<file path="src/rtl/count_monitor_pkg.sv">
// Shared types, default widths and the transition classifier for count_monitor.
package count_monitor_pkg;

   localparam int CM_WIDTH_DEF  = 4;
   localparam int CM_WRAP_W_DEF = 8;

   typedef enum logic [1:0] {IDLE, TRACK, ERROR} cm_state_t;

   typedef enum logic [2:0] {
      CL_HOLD,
      CL_STEP,
      CL_WRAP,
      CL_RESTART,
      CL_ILLEGAL
   } cm_class_t;

   // p < max_val guards the step check, so p+1 never leaves the count range
   function automatic cm_class_t cm_classify(input int unsigned s,
                                             input int unsigned p,
                                             input int unsigned max_val);
      cm_class_t c;
      if (s == p)
         c = CL_HOLD;
      else if ((p != max_val) && (s == p + 1))
         c = CL_STEP;
      else if ((p == max_val) && (s == 0))
         c = CL_WRAP;
      else if (s == 0)
         c = CL_RESTART;
      else
         c = CL_ILLEGAL;
      return c;
   endfunction

endpackage

</file>
<file path="src/rtl/count_monitor_if.sv">
// Bus between the upstream counter/status logic and count_monitor.
interface count_monitor_if
   import count_monitor_pkg::*;
#(
   parameter int WIDTH  = CM_WIDTH_DEF,
   parameter int WRAP_W = CM_WRAP_W_DEF
);
   logic [WIDTH-1:0]  cnt_in;
   logic [WIDTH-1:0]  cmp_val;
   logic              clr;
   logic              match_pulse;
   logic              wrap_pulse;
   logic [WRAP_W-1:0] wrap_cnt;
   logic              seq_err;

   modport master (
      output cnt_in, cmp_val, clr,
      input  match_pulse, wrap_pulse, wrap_cnt, seq_err
   );

   modport slave (
      input  cnt_in, cmp_val, clr,
      output match_pulse, wrap_pulse, wrap_cnt, seq_err
   );
endinterface

</file>
<file path="src/rtl/count_monitor_sample_filter.sv">
// Input sample stage of count_monitor; COUNT_MONITOR_GLITCH_FILTER_EN adds a
// two-sample stability filter that hides ripple-counter transitional codes.
module count_sample_filter #(
   parameter int WIDTH = 4
) (
   input  logic             clk,
   input  logic             res,
   input  logic [WIDTH-1:0] i_cnt,
   output logic [WIDTH-1:0] o_s,
   output logic             o_s_vld
);

   logic [WIDTH-1:0] r_s_p0;
   logic             r_vld_p0;

`ifdef COUNT_MONITOR_GLITCH_FILTER_EN
   logic [WIDTH-1:0] r_raw;
   logic             r_raw_vld;

   // a value is accepted only once it has been seen on two consecutive edges
   always_ff @(posedge clk or negedge res) begin
      if (!res) begin
         r_raw     <= '0;
         r_raw_vld <= 1'b0;
         r_s_p0    <= '0;
         r_vld_p0  <= 1'b0;
      end else begin
         r_raw     <= i_cnt;
         r_raw_vld <= 1'b1;
         if (r_raw_vld && (i_cnt == r_raw)) begin
            r_s_p0   <= i_cnt;
            r_vld_p0 <= 1'b1;
         end
      end
   end
`else
   always_ff @(posedge clk or negedge res) begin
      if (!res) begin
         r_s_p0   <= '0;
         r_vld_p0 <= 1'b0;
      end else begin
         r_s_p0   <= i_cnt;
         r_vld_p0 <= 1'b1;
      end
   end
`endif

   assign o_s     = r_s_p0;
   assign o_s_vld = r_vld_p0;

endmodule

</file>
<file path="src/rtl/count_monitor.sv">
// Monitors an up-counter: classifies changes, counts wraps, flags sequence errors.
// Build option COUNT_MONITOR_GLITCH_FILTER_EN enables the input glitch filter.
module count_monitor
   import count_monitor_pkg::*;
#(
   parameter int WIDTH  = CM_WIDTH_DEF,
   parameter int WRAP_W = CM_WRAP_W_DEF
) (
   input logic            clk,
   input logic            res,
   count_monitor_if.slave bus
);

   localparam int unsigned MAX = (1 << WIDTH) - 1;

   logic [WIDTH-1:0]  w_s_p0;
   logic              w_vld_p0;
   logic [WIDTH-1:0]  r_p_p1;
   cm_state_t         r_state, w_state_nxt;
   cm_class_t         w_class;
   logic              w_chg_match;
   logic              r_match, w_match_nxt;
   logic              r_wrap, w_wrap_nxt;
   logic              r_err, w_err_nxt;
   logic [WRAP_W-1:0] r_wcnt, w_wcnt_nxt;

   function automatic logic [WRAP_W-1:0] sat_inc(input logic [WRAP_W-1:0] v);
      return (&v) ? v : v + 1'b1;
   endfunction

   count_sample_filter #(.WIDTH(WIDTH)) u_sample (
      .clk     (clk),
      .res     (res),
      .i_cnt   (bus.cnt_in),
      .o_s     (w_s_p0),
      .o_s_vld (w_vld_p0)
   );

   // stage p0 -> p1: classify accepted sample against the previous one
   assign w_class     = cm_classify(32'(w_s_p0), 32'(r_p_p1), MAX);
   assign w_chg_match = (w_s_p0 != r_p_p1) && (w_s_p0 == bus.cmp_val);

   always_comb begin
      w_state_nxt = r_state;
      w_match_nxt = 1'b0;
      w_wrap_nxt  = 1'b0;
      w_err_nxt   = r_err;
      w_wcnt_nxt  = r_wcnt;
      if (bus.clr) begin
         w_state_nxt = IDLE;
         w_err_nxt   = 1'b0;
         w_wcnt_nxt  = '0;
      end else begin
         case (r_state)
            IDLE: begin
               if (w_vld_p0)
                  w_state_nxt = TRACK;
            end
            TRACK: begin
               w_match_nxt = w_chg_match;
               case (w_class)
                  CL_WRAP: begin
                     w_wrap_nxt = 1'b1;
                     w_wcnt_nxt = sat_inc(r_wcnt);
                  end
                  CL_ILLEGAL: begin
                     w_err_nxt   = 1'b1;
                     w_state_nxt = ERROR;
                  end
                  default: ;
               endcase
            end
            ERROR: begin
               w_match_nxt = w_chg_match;
            end
            default: w_state_nxt = IDLE;
         endcase
      end
   end

   always_ff @(posedge clk or negedge res) begin
      if (!res) begin
         r_state <= IDLE;
         r_p_p1  <= '0;
         r_match <= 1'b0;
         r_wrap  <= 1'b0;
         r_err   <= 1'b0;
         r_wcnt  <= '0;
      end else begin
         r_state <= w_state_nxt;
         r_p_p1  <= w_s_p0;
         r_match <= w_match_nxt;
         r_wrap  <= w_wrap_nxt;
         r_err   <= w_err_nxt;
         r_wcnt  <= w_wcnt_nxt;
      end
   end

   assign bus.match_pulse = r_match;
   assign bus.wrap_pulse  = r_wrap;
   assign bus.wrap_cnt    = r_wcnt;
   assign bus.seq_err     = r_err;

endmodule

</file>
<file path="src/flat_wrapper.sv">
// flat-port wrapper written by rule: the top's interface ports become plain ports
module count_monitor_flat import count_monitor_pkg::*;
#(
   parameter int WIDTH  = CM_WIDTH_DEF,
   parameter int WRAP_W = CM_WRAP_W_DEF
)
  (clk, res, bus_cnt_in, bus_cmp_val, bus_clr, bus_match_pulse, bus_wrap_pulse, bus_wrap_cnt, bus_seq_err);
  count_monitor_if #(.WIDTH(WIDTH), .WRAP_W(WRAP_W)) bus_i ();
  input logic clk;
  input logic res;
  input wire logic [$bits(bus_i.cnt_in)-1:0] bus_cnt_in;
  input wire logic [$bits(bus_i.cmp_val)-1:0] bus_cmp_val;
  input wire logic [$bits(bus_i.clr)-1:0] bus_clr;
  output wire logic [$bits(bus_i.match_pulse)-1:0] bus_match_pulse;
  output wire logic [$bits(bus_i.wrap_pulse)-1:0] bus_wrap_pulse;
  output wire logic [$bits(bus_i.wrap_cnt)-1:0] bus_wrap_cnt;
  output wire logic [$bits(bus_i.seq_err)-1:0] bus_seq_err;
  assign bus_i.cnt_in = bus_cnt_in;
  assign bus_i.cmp_val = bus_cmp_val;
  assign bus_i.clr = bus_clr;
  assign bus_match_pulse = bus_i.match_pulse;
  assign bus_wrap_pulse = bus_i.wrap_pulse;
  assign bus_wrap_cnt = bus_i.wrap_cnt;
  assign bus_seq_err = bus_i.seq_err;
  count_monitor #(.WIDTH(WIDTH), .WRAP_W(WRAP_W)) u_core (.clk(clk), .res(res), .bus(bus_i));
endmodule
</file>
<file path="config.mk">
export PLATFORM = sky130hd
export DESIGN_NAME = count_monitor_flat
export DESIGN_NICKNAME = d
export VERILOG_FILES = /design/src/rtl/count_monitor_pkg.sv /design/src/rtl/count_monitor_if.sv /design/src/rtl/count_monitor_sample_filter.sv /design/src/rtl/count_monitor.sv /design/src/flat_wrapper.sv
export SDC_FILE = /design/constraint.sdc
export NUM_CORES = 1
export LEC_CHECK = 0
export CELL_PAD_IN_SITES_DETAIL_PLACEMENT = 1
export CELL_PAD_IN_SITES_GLOBAL_PLACEMENT = 1
export CORE_MARGIN = 1.5
export CORE_UTILIZATION = 35
export DETAILED_ROUTE_END_ITERATION = 8
export PLACE_DENSITY_LB_ADDON = 0.15
export SYNTH_ARGS = -nofsm -noshare
export SYNTH_HDL_FRONTEND = slang
export SYNTH_HIERARCHICAL = 1
export SYNTH_SLANG_ARGS = --single-unit
</file>
<file path="constraint.sdc">
create_clock -name clk -period 1.9 [get_ports clk]
set_input_delay 0.57 -clock clk [delete_from_list [all_inputs] [get_ports clk]]
set_output_delay 0.57 -clock clk [all_outputs]
set_load 0.05 [all_outputs]
</file>
==> results.py <==
metrics = {
    "clocking": {
        "cts_max_path_buffers": 2,
        "clock_sink_count": 22,
        "clk_latency_ns": 0.30,
        "post_cts_buffers": 0,
        "cts_hold_buffers": 0,
        "clk_pin_slew_ns": 0.12,
        "cts_tree": "done",
        "htree_levels": 1,
        "cts_buffers": 3,
        "cts_root_buf": "clkbuf_4",
        "cts_resized": 0,
    },
    "cells_and_area": {
        "post-route-util": 0.490,
        "antennaDiodeCount": 0,
        "drive_gt1_frac": 0.205,
        "syn2layout_area_growth_pct": 31.5,
        "nNetsFinal": 150,
        "fill_cells": 366,
    },
    "worst_setup_path": {
        "r2r_end": "u_core/r_state[0]",
        "cp-end-kind": "flop",
        "worstPathRequired_ns": 2.11,
        "critical-path-top-delay-family": "compound AO/OA/AOI/OAI gates",
        "worstReg2RegStart": "u_core/r_p_p1[0]",
        "critPathArrivalTime_ns": 1.98,
        "critPathLaunchType": "flop",
        "critPathSlowestCell": "dfrtp_1",
        "path_buf_inv": 0,
        "reg2reg_setup_slack_ns": 0.13,
        "criticalPathCategory": "reg -> reg",
        "crit_path_start": "u_core/r_p_p1[0]",
        "crit_fanout": 5,
        "endpoint": "u_core/r_state[0]",
        "crit_cells": 6,
        "rr_worst_depth": 6,
        "crit_chain": "ha_1 -> xor2_1 -> o211ai_1 -> a41oi_2 -> o22ai_1 -> a31o_2",
        "slowest_delay_ns": 0.43,
    },
    "yosys": {
        "synth_cell_types": 32,
        "async_reset_ff_frac": 1.00,
        "synth.avg_cell_area_um2": 11.0,
        "synth-main-ff-cell": "dfrtp_1",
        "synth_nets": 122,
        "synth_top_area_share": 0.476,
        "synth.most_common_cell": "dfrtp_1",
        "synth_top_cell_by_area": "dfrtp_1",
        "synth_area_leaders": "dfrtp_1, ha_1, xnor2_1",
        "ys_ff_latch": 22,
        "yosys_warnings": 6,
        "syn_inst": 105,
        "synth_seq_area_share": 0.476,
        "synth_area_um2": 1160,
        "synth_edf_count": 0,
        "yosys-top-cells-count": "dfrtp_1, nor2_1, xnor2_1, xor2_1, ha_1",
    },
    "timing": {
        "max_freq_mhz": 564,
        "maxSlewViolCount": 0,
        "skew_ns": 0.00494,
        "setup_viol": 0,
        "rsz0062_at_grt": "no",
        "holdWs_ns": 0.548,
        "finalCriticalPeriod_ns": 1.77,
        "fin_setup_tns_ns": 0,
        "timing.final.crit_share": 0.933,
        "hold_viol": 0,
    },
    "floorplan": {
        "die_w_um": 60.5,
        "row_count": 20,
        "die-area_um2": 3660,
        "core_area_um2": 3100,
        "ioPinCount": 22,
        "die_h_um": 60.5,
        "initial_core_util": 0.373,
    },
    "routing": {
        "ant_nets": 0,
        "route.detailed.drc": 0,
        "wirelength_um": 2640,
        "drt_iter0_drc": 54,
        "drtPass1Iterations": 2,
        "wire_per_inst_um": 15.0,
        "viasPerCell": 4.99,
        "vias": 879,
    },
    "power": {
        "irDropWorstVdd_mv": 0.327,
        "power_density_nw_per_um2": 737,
        "power_leakage_nw": 0.629,
    },
    "grt": {
        "met1_usage": 0.218,
        "grt_overflow": 0,
        "antenna_found_initial": 0,
        "grt.met3_usage": 0.0256,
        "grt_max_degree": 23,
        "grt.busiest_layer": "met2",
        "grt_pass1_vias": 1030,
        "grt_pass1_wl_um": 4660,
        "grtUsageTotal": 0.172,
        "grt_use_met2": 0.293,
    },
    "placed_design": {
        "gp_congestion": 0.848,
        "hpwl_um": 1990,
        "io_buffers": 21,
    },
    "run": {
        "drv_cap": 0,
    },
    "run_status": {
        "status": "completed",
    },
    "hold_path": {
        "hold_class": "reg -> reg",
    },
}
## per-stage QoR
step | cells | worst slack [ns] | total power, mW | cell area [um2]
3_5_place_dp | 172 | 0.144 | 0.871 | 1480
3_3_place_gp | 172 | 0.183 | 0.862 | 1480
4_1_cts | 176 | 0.117 | 1.14 | 1520
5_1_grt | 176 | 0.0238 | 1.19 | 1520
6_report | 176 | 0.127 | 1.12 | 1520
2_1_floorplan | 105 | 0.127 | 0.751 | 1160
## cells by family (layout without fill, tap and decap cells)
group,after synthesis,in the layout,synth area share
buf+inv,6,33,0.0205
flops,22,22,0.476
simple gates,37,37,0.186
mux,2,2,0.0173
xor+xnor,16,16,0.128
fa+ha+maj,6,6,0.0649
other cells,1,1,0.00324
compound gates,15,15,0.105
## how the worst min path moves through the flow
stage | from | to | slack, ns | depth (start not counted)
after detailed placement | u_core/bus.seq_err | u_core/bus.seq_err | 0.53 | 2
after floorplan | res | u_core/bus.match_pulse | 0.27 | 0
final | u_core/bus.seq_err | u_core/bus.seq_err | 0.55 | 2
after CTS | u_core/bus.seq_err | u_core/bus.seq_err | 0.56 | 2
after global routing | u_core/u_sample/o_s[0] | u_core/r_p_p1[0] | 0.57 | 0
after global placement | u_core/bus.seq_err | u_core/bus.seq_err | 0.51 | 2
## layer usage
metal,part of all wire,wire (um)
met3,0.036,96
met4,0.0080,21
met1,0.45,1180
met5,0,0
met2,0.51,1340
## worst reg2reg max path: stages (launching register included)
cell and delay [ns]:
dfrtp_1 0.43, ha_1 0.25, xor2_1 0.18, o211ai_1 0.12, a41oi_2 0.33, o22ai_1 0.14, a31o_2 0.22
## power breakdown
group / switching (mW) / internal, mW
logic: 0.165 / 0.153
registers: 0.0441 / 0.500
clock network: 0.142 / 0.117
total: 0.351 / 0.770
## state kept, by name, summed over array words and instances (netlist names)
name	cells
u_core/u_sample/o_s_vld	1
u_core/bus.wrap_cnt	8
u_core/r_state	2
u_core/r_p_p1	4
u_core/u_sample/o_s	4
u_core/bus.seq_err	1
u_core/bus.match_pulse	1
u_core/bus.wrap_pulse	1
## placed cells by master (no fill, tap or decap), types with 3 or more instances in the layout
cell             synthesis  layout
a21oi_1                  4       4
buf_12                   0       5
buf_4                    0      10
clkbuf_4                 0       3
clkdlybuf4s50_1          0      10
dfrtp_1                 22      22
ha_1                     6       6
inv_1                    4       4
nand2_1                  5       5
nand3_1                  5       5
nor2_1                  10      10
xnor2_1                  8       8
xor2_1                   7       7
## final cells by class
class / instances / area (um2) / share of cell area
Inverter: 4 / 15.0 / 0.00987
Sequential cell: 22 / 551 / 0.362
Tap cell: 44 / 55.1 / 0.0362
Multi-Input combinational cell: 77 / 589 / 0.387
Timing Repair Buffer: 25 / 275 / 0.181
Clock buffer: 4 / 36.3 / 0.0238
(Power assumes the default switching activity.)
